**src/rtl/pll_lock_supervisor.sv**
```systemverilog
// Qualifies the asynchronous PLL LOCK and sequences a synchronous system reset for PLLOUTCORE logic.
// Define PLL_LOCK_SUPERVISOR_LOSS_COUNT_EN to build the lock-loss counter, sticky flag and loss_clear.
module pll_lock_supervisor #(
  parameter int unsigned LOCK_STABLE = 1024,
  parameter int unsigned RST_HOLD    = 16,
  parameter int unsigned CNT_W       = 16
) (
  input  logic       clk,
  input  logic       rst,
  input  logic       pll_lock,
  input  logic       loss_clear,
  output logic       sys_rst,
  output logic       ready,
  output logic [1:0] state,
  output logic [7:0] loss_count,
  output logic       lost_sticky
);

  typedef enum logic [1:0] {
    UNLOCKED  = 2'd0,
    STABILIZE = 2'd1,
    HOLD      = 2'd2,
    RUN       = 2'd3
  } state_e;

  localparam logic [CNT_W-1:0] STABLE_LAST = CNT_W'(LOCK_STABLE - 1);
  localparam logic [CNT_W-1:0] HOLD_LAST   = CNT_W'(RST_HOLD - 1);

  logic             s1_q, s1_d;
  logic             s2_q, s2_d;
  state_e           state_q, state_d;
  logic [CNT_W-1:0] cnt_q, cnt_d;
  logic             sys_rst_q, sys_rst_d;
  logic             ready_q, ready_d;
  logic             loss_evt;

  // Synchroniser stage boundary: only s2_q (lock_s) is seen by the FSM
  always_comb begin
    s1_d = pll_lock;
    s2_d = s1_q;
  end

  always_comb begin
    state_d  = state_q;
    cnt_d    = cnt_q;
    loss_evt = 1'b0;
    case (state_q)
      UNLOCKED: begin
        cnt_d = '0;
        if (s2_q) state_d = STABILIZE;
      end
      STABILIZE: begin
        if (!s2_q) begin
          state_d = UNLOCKED;
          cnt_d   = '0;
        end else if (cnt_q == STABLE_LAST) begin
          state_d = HOLD;
          cnt_d   = '0;
        end else begin
          cnt_d = cnt_q + CNT_W'(1);
        end
      end
      HOLD: begin
        if (!s2_q) begin
          state_d = UNLOCKED;
          cnt_d   = '0;
        end else if (cnt_q == HOLD_LAST) begin
          state_d = RUN;
          cnt_d   = '0;
        end else begin
          cnt_d = cnt_q + CNT_W'(1);
        end
      end
      RUN: begin
        cnt_d = '0;
        if (!s2_q) begin
          state_d  = UNLOCKED;
          loss_evt = 1'b1;
        end
      end
      default: begin
        state_d = UNLOCKED;
        cnt_d   = '0;
      end
    endcase
    // Outputs are registered from the next state so they track state_q exactly
    sys_rst_d = (state_d != RUN);
    ready_d   = (state_d == RUN);
  end

  always_ff @(posedge clk) begin
    if (rst) begin
      s1_q      <= 1'b0;
      s2_q      <= 1'b0;
      state_q   <= UNLOCKED;
      cnt_q     <= '0;
      sys_rst_q <= 1'b1;
      ready_q   <= 1'b0;
    end else begin
      s1_q      <= s1_d;
      s2_q      <= s2_d;
      state_q   <= state_d;
      cnt_q     <= cnt_d;
      sys_rst_q <= sys_rst_d;
      ready_q   <= ready_d;
    end
  end

  assign sys_rst = sys_rst_q;
  assign ready   = ready_q;
  assign state   = state_q;

`ifdef PLL_LOCK_SUPERVISOR_LOSS_COUNT_EN
  logic [7:0] loss_count_q, loss_count_d;
  logic       lost_sticky_q, lost_sticky_d;

  function automatic logic [7:0] sat_inc8(input logic [7:0] v);
    return (v == 8'hFF) ? v : v + 8'd1;
  endfunction

  // A loss on the same edge as loss_clear wins and restarts the count at 1
  always_comb begin
    loss_count_d  = loss_count_q;
    lost_sticky_d = lost_sticky_q;
    if (loss_evt) begin
      loss_count_d  = loss_clear ? 8'd1 : sat_inc8(loss_count_q);
      lost_sticky_d = 1'b1;
    end else if (loss_clear) begin
      loss_count_d  = 8'd0;
      lost_sticky_d = 1'b0;
    end
  end

  always_ff @(posedge clk) begin
    if (rst) begin
      loss_count_q  <= 8'd0;
      lost_sticky_q <= 1'b0;
    end else begin
      loss_count_q  <= loss_count_d;
      lost_sticky_q <= lost_sticky_d;
    end
  end

  assign loss_count  = loss_count_q;
  assign lost_sticky = lost_sticky_q;
`else
  logic [1:0] unused_loss;
  assign unused_loss = {loss_clear, loss_evt};
  assign loss_count  = 8'd0;
  assign lost_sticky = 1'b0;
`endif

endmodule
```
**config.mk**
```make
export PLATFORM = sky130hd
export DESIGN_NAME = pll_lock_supervisor
export DESIGN_NICKNAME = d
export VERILOG_FILES = /design/src/rtl/pll_lock_supervisor.sv
export SDC_FILE = /design/constraint.sdc
export NUM_CORES = 1
export LEC_CHECK = 0
export CAP_MARGIN = 25
export CORE_UTILIZATION = 55
export DETAILED_ROUTE_END_ITERATION = 10
export PLACE_DENSITY = 0.84
export SLEW_MARGIN = 10
export SYNTH_ARGS = -nofsm -noshare
export SYNTH_HDL_FRONTEND = slang
export SYNTH_SLANG_ARGS = --single-unit
```
**constraint.sdc**
```tcl
create_clock -name clk -period 2.95 [get_ports clk]
set_clock_uncertainty 0.15 [all_clocks]
set_input_delay 0.7375 -clock clk [delete_from_list [all_inputs] [get_ports clk]]
set_output_delay 0.7375 -clock clk [all_outputs]
set_load 0.02 [all_outputs]
```
=== Word level (Yosys, flattened, before mapping) ===
Cells that the tools add are included.

* Memories kept: 0
* Word-level logic and storage cells: 28
* Memory bits (read-only): 0
* Bits in latches: 0
* RAM bits: 0
* Output and inout bits: 13
* Flip-flop bits (word level): 22

* Divide/modulo/power cells: 0
* Muxes and demuxes: 12
* Add/sub/neg operators: 1
* Equality and inequality tests: 7
* Bitwise operators: 0
* Reduce and logical (&&, ||, !) cells: 2
* Magnitude comparators: 0
* Shift operators: 0
* Multipliers: 0

{| class="wikitable"
|+ Operators by type and width
! kind !! number
|-
| $mux 16 || 4
|-
| $pmux 16 s3 || 1
|-
| $add 16x1->16 const B || 1
|-
| $eq 16x10->1 const B || 1
|-
| $eq 16x4->1 const B || 1
|-
| $mux 2 || 6
|-
| $pmux 2 s4 || 1
|-
| $eq 2x2->1 const B || 3
|-
| $eq 2x1->1 const B || 1
|-
| $logic_not 2->1 || 1
|-
| $ne 2x2->1 const B || 1
|-
| $reduce_or 2->1 || 1
|}

=== Logic depth before layout (Yosys ltp) ===
Gate-level depths: netlist of the first run.

* Word-level depth: 5
* Depth in mapped cells: 7
* Mapped depth without buffers: 5

=== Least setup slack after synthesis of the first run ===
No wires, ideal clock.

* Path kind: in2reg
* Start: input port rst
* End: register cnt_q[0]
* Setup time: 70 ps
* Cell stages on the path: 4
* Buffers on the path: 1
* Slack: 1,156 ps
* Arrival time: 1,574 ps
* Cell sequence: nor2_1 -> nand4_1 -> buf_2 -> a21oi_1

{| class="wikitable"
|+ RTL lines
! what !! RTL line !! RTL
|-
| start: declaration || 9 || <nowiki>input logic rst,</nowiki>
|-
| end signal: assignment || 103 || <nowiki>cnt_q <= cnt_d;</nowiki>
|-
| end: declaration || 32 || <nowiki>logic [CNT_W-1:0] cnt_q, cnt_d;</nowiki>
|}

=== Worst setup path after layout of the first run ===
* Start: register state_q[1], in the netlist state[1]
* End: output port state[1]

{| class="wikitable"
|+ RTL lines
! what !! RTL line !! RTL
|-
| start: declaration || 31 || <nowiki>state_e state_q, state_d;</nowiki>
|-
| start signal: assignment || 102 || <nowiki>state_q <= state_d;</nowiki>
|-
| end: declaration || 14 || <nowiki>output logic [1:0] state,</nowiki>
|}

No word-level cell between the ends.

==> run summary, run 1 <==
Outcome = finished clean
Number of buffers created by CTS = 3
Die W = 46.3 um
Unrepaired setup endpoints after global routing = no
Met1 WL = 860 um
Syn Inst Count = 111
Most frequent cells in the layout = dfxtp_1 (22), a21oi_1 (15), conb_1 (9), xor2_1 (8)
TNS Setup = 0 ns
P_leak = 0.381 nW
Final WL = 1780 um
Initial antenna violation count = 0
CP Buf/Inv Count = 1
Number of fill cells = 148
Top Metal Used = met4
Stages on worst setup path = 1
Hold slack = 0.304 ns
Measured slew at the worst slew-check pin = 0.518 ns
Slew HR = 0.655
Via count = 781
Clock Latency Late Sink = 0.30 ns
R2r worst-path depth = 5
Met3 WL = 85 um
Min-Delay Path Depth = 1
DRT iter0 DRCs = 11
Final Critical Period = 2.24 ns
Detail Route Antenna Nets = 0
Clock root cell = clkbuf_4
CP Capture Type = primary output
Yosys reg bits = 22
Remaining DRCs = 0
Post_cts resized = 0
Grt ovf = 0
WP data required = 2.06 ns
Max-cap violations = 0
Initial Utilization = 0.606
Mapped cell area = 0.00108 mm^2
Setup CP Type = reg -> out
Critical path launch point type = flop
I/O pin count = 17
# clock sinks = 22
GPL Wtd Cong = 0.928
Clock transition at the registers of the reported paths = 0.11 ns
Total global-route track usage = 0.189
Yosys warns = 0
Final period util = 0.760
Max incr delay on CP = 0.63 ns
Finished Cell Area = 0.00114 mm^2
CTS tree = built
Setup violators final = 0
Hold Vio Cnt, Final = 0
CP max FO = 6
H-tree Lvls = 1
Top Family by Delay on Critical Path = buffers and inverters
Area grow syn2layout = 5.21%
DP Area = 0.00111 mm^2
Critical Path Start = state[1]
Beginning of the worst hold path = s1_q
Site row count = 15
Largest net degree at the start of global routing = 17
Wire length on met2 = 800 um
CTS Hold Bufs = 0
Via density = 5.50
Post-layout util = 0.637
Fmax = 0.446 GHz
R2R Path Start = cnt_q[0]
Nets = 124
Max-slew violations = 0
Total power draw = 0.448 mW
IO buf count = 6
Syn Area/Cell = 9.73 um^2
Layout cell share with drive strength beyond 1 = 0.103
Arrival time worst endpoint = 1.35 ns
CP cell instances = clkdlybuf4s50_1
Commonest non-fill, non-tap cell in the layout = dfxtp_1
Slowest library cell on the worst path = clkdlybuf4s50_1
Vias in the first global route = 687
Core area = 0.00178 mm^2
Clock Path Buffers = 2
Cell Pwr Density = 395 mW/mm^2
Detailed Place HPWL = 1270 um
First-pass GRT wire length = 2810 um
Worst VDD drop = 0.295 mV
Setup Buffers After CTS = 0
DIE HEIGHT = 46.3 um
Post-DR wirelength/cell = 12.6 um
Router iterations before antenna repair = 6
Antenna Cells = 0
Die footprint = 0.00214 mm^2
Hold WC Path Type = reg -> reg
Distinct cells, synth = 31
Seq/Total Area, Yosys = 0.408
[state kept, by name, indices dropped and copies added (netlist names)]
register  flops
sys_rst       1
s2_q          1
s1_q          1
state         2
cnt_q        16
ready         1
[through the flow]
step,setup WS (ns),std cells
global placement,0.652,139
global route,0.662,142
finish,0.708,142
CTS,0.693,142
detailed placement,0.603,139
floorplan,1.16,119
[cells by family (layout without fill, tap and decap cells)]
logic type | count (synthesis) | after routing | synth area share
flops | 22 | 22 | 0.408
buf+inv | 17 | 15 | 0.105
xor+xnor | 14 | 14 | 0.114
compound gates | 21 | 21 | 0.138
simple gates | 35 | 35 | 0.220
other cells | 1 | 9 | 0.00347
fa+ha+maj | 1 | 1 | 0.0116
[cell type report]
cell class	instances	area (um^2)	area share
clock buffer	3	22.5	0.0198
multi-input combinational	80	556	0.489
inverter	5	18.8	0.0165
timing repair buffer	7	67.6	0.0595
sequential	22	440	0.388
tap	25	31.3	0.0275
[Yosys cell counts, drive strengths merged]
library cell	number	area (um^2)
a2111oi	1	15.0
a21boi	1	7.51
a21o	1	8.76
a21oi	16	83.8
and3	2	12.5
and4	2	18.8
buf	12	95.1
conb	1	3.75
dfxtp	22	440
ha	1	12.5
inv	5	18.8
nand2	5	18.8
nand3	5	25.0
nand4	8	71.3
nor2	2	7.51
nor2b	2	12.5
nor3	1	5.00
nor4	6	52.6
o2111ai	1	26.3
o21a	1	7.51
or3	1	6.26
or4	1	7.51
xnor2	6	52.6
xor2	8	70.1
[per-layer routing]
layer	vias to the layer above	GRT usage
li1	394	-
met3	5	0.0588
met2	22	0.278
met5	-	0
met1	360	0.241
met4	0	0.112
[final timing paths]
kind	slack, ns	end
hold / removal	0.30	s2_q
setup reg to reg	0.88	cnt_q[1]
hold reg to reg	0.30	s2_q
setup / recovery	0.71	state[1]
[report_power, final]
group / switching, mW / internal (mW)
clock: 0.0837 / 0.0477
combinational: 0.0135 / 0.00421
sequential: 0.000656 / 0.299
(Power assumes the default switching activity.)
==> run 2, diff against run 1 <==
- CORE_UTILIZATION: 55 -> 51
- PLACE_DENSITY: 0.84 -> 0.79
- clock period: 2.95 -> 2.4 ns (I/O delays scaled with it)
==> run 2 against run 1 <==
  * Setup slack worse by 0.42 ns
  * Clock power is 52% higher
  * Clock-buffer cell count increased by 1
  * Non-clock buffer count did not move
  * Sequential share of layout area fell by 0.55 points
  * First-iteration DRC count grew 27%
  * Via count down 0.38%
  * Worst hold slack gained 0.0079 ns
  * Register-to-register slack lost 0.54 ns
  * Combinational power rose by 23%
  * Final area up 1.4%
  * Flip-flop and latch count unchanged
  * Critical path type unchanged
==> run summary, run 2 (synthesized netlist as in run 1, its figures left out) <==
Max-slew violations = 0 (unchanged)
TNS Setup = 0 ns (unchanged)
Via density = 5.37 (was 5.50)
Commonest non-fill, non-tap cell in the layout = dfxtp_1 (unchanged)
Final Critical Period = 2.11 ns
Area of the multi-input gates = 556 um^2 (unchanged)
Final WL = 1770 um (was 1780 um)
Stages on worst setup path = 1 (unchanged)
Grt ovf = 0 (unchanged)
Storage element area = 440 um^2 (unchanged)
CP cell instances = clkdlybuf4s50_1 (unchanged)
R2R Path Start = cnt_q[0] (unchanged)
IO buf count = 6 (unchanged)
Via count = 778 (was 781)
Critical Path Start = state[1] (unchanged)
Initial antenna violation count = 0 (unchanged)
CP Capture Type = primary output (unchanged)
Max FFs per register = 16 (unchanged)
Post_cts resized = 0 (unchanged)
Setup CP Type = reg -> out (unchanged)
Arrival time worst endpoint = 1.36 ns (was 1.35 ns)
First-pass GRT wire length = 3000 um (was 2810 um)
Nets = 124 (unchanged)
Clock Latency Late Sink = 0.30 ns (about the same)
CTS Hold Bufs = 0 (unchanged)
Clock transition at the registers of the reported paths = 0.11 ns (about the same)
Die footprint = 0.00231 mm^2 (was 0.00214 mm^2)
CTS tree = built (unchanged)
Detailed Place HPWL = 1320 um (was 1270 um)
DRT iter0 DRCs = 14 (was 11)
Final Worst Setup Slack = 0.286 ns (was 0.708 ns)
R2r worst-path depth = 5 (unchanged)
Total global-route track usage = 0.183 (was 0.189)
Hold Vio Cnt, Final = 0 (unchanged)
Worst slack, placed = 0.158 ns (was 0.603 ns)
# clock sinks = 22 (unchanged)
Clock Path Buffers = 2 (unchanged)
Largest net degree at the start of global routing = 17 (unchanged)
Antenna Cells = 0 (unchanged)
Vias in the first global route = 693 (was 687)
WP data required = 1.65 ns (was 2.06 ns)
P_leak = 0.389 nW (was 0.381 nW)
Number of buffers created by CTS = 3 (unchanged)
H-tree Lvls = 1 (unchanged)
Post-layout util = 0.581 (was 0.637)
Detail Route Antenna Nets = 0 (unchanged)
Number of fill cells = 179 (was 148)
Cell Pwr Density = 511 mW/mm^2 (was 395 mW/mm^2)
Remaining DRCs = 0 (unchanged)
CP Buf/Inv Count = 1 (unchanged)
Site row count = 16 (was 15)
Reg2Reg Capture Point = cnt_q[1] (unchanged)
Layout cell share with drive strength beyond 1 = 0.110 (was 0.103)
Outcome = finished clean (unchanged)
CP max FO = 6 (unchanged)
Most frequent cells in the layout = dfxtp_1 (22), a21oi_1 (15), conb_1 (9), xor2_1 (8) (unchanged)
Final period util = 0.881
Die W = 48.0 um (was 46.3 um)
Clock root cell = clkbuf_4 (unchanged)
GPL Wtd Cong = 0.777 (was 0.928)
Initial Utilization = 0.545 (was 0.606)
Critical path launch point type = flop (unchanged)
Hold WC Path Type = reg -> reg (unchanged)
Area grow syn2layout = 6.72% (was 5.21%)
Router iterations before antenna repair = 4 (was 6)
Top Family by Delay on Critical Path = buffers and inverters (unchanged)
Worst setup path end = state[1] (unchanged)
Slowest library cell on the worst path = clkdlybuf4s50_1 (unchanged)
I/O pin count = 17 (unchanged)
Core area = 0.00198 mm^2 (was 0.00178 mm^2)
Unrepaired setup endpoints after global routing = no (unchanged)
Max incr delay on CP = 0.64 ns (was 0.63 ns)
Largest reg by FF count = cnt_q (unchanged)
R2r setup slk = 0.34 ns (was 0.88 ns)
Setup violators final = 0 (unchanged)
Max-cap violations = 0 (unchanged)
Setup Buffers After CTS = 0 (unchanged)
Worst VDD drop = 0.399 mV (was 0.295 mV)
DIE HEIGHT = 48.0 um (was 46.3 um)
Post-DR wirelength/cell = 12.2 um (was 12.6 um)
Fmax = 0.473 GHz
Beginning of the worst hold path = s2_q (was s1_q)
==> run 2: power by group <==
part           total (mW)  internal (mW)  switching (mW)  leakage, nW
clock network       0.199         0.0925           0.107       0.0210
registers           0.368          0.367        0.000917        0.178
logic              0.0217        0.00517          0.0165        0.190
==> run 2: worst min-delay path by stage <==
stage                     to  slack (ns)  depth (start not counted)
finish              state[0]        0.31                          2
global route            s2_q        0.34                          1
CTS                 state[0]        0.31                          2
detailed placement      s2_q        0.30                          1
global placement        s2_q        0.28                          1
floorplan               s2_q        0.26                          1
==> run 2: per-stage QoR <==
step / hold slack, ns / cell area [um^2] / std cells / total power [mW]
after floorplan: 0.264 / 1110 / 119 / 0.404
after global placement: 0.278 / 1120 / 141 / 0.398
after detailed placement: 0.296 / 1120 / 141 / 0.398
after CTS: 0.315 / 1150 / 145 / 0.590
after global routing: 0.341 / 1150 / 145 / 0.608
final: 0.312 / 1150 / 145 / 0.589
==> run 2: final cells by class <==
cell class / count / area share
Timing Repair Buffer: 7 / 0.0586
Sequential cell: 22 / 0.382
Tap cell: 27 / 0.0293
Multi-Input combinational cell: 80 / 0.482
Clock buffer: 4 / 0.0315
Inverter: 5 / 0.0163
==> run 2: metal layers <==
layer  global-route usage  wire, um  share of wire
met1                0.235       815           0.46
met5                    0         0              0
met4               0.0556        19          0.011
met2                0.303       883           0.50
met3               0.0453        52          0.029
==> run 3, diff against run 2 <==
- CAP_MARGIN: 25 -> unset
- TNS_END_PERCENT: unset -> 5
==> results of run 3 <==
The final DEF is identical to that of run 2; final timing and power are the same.
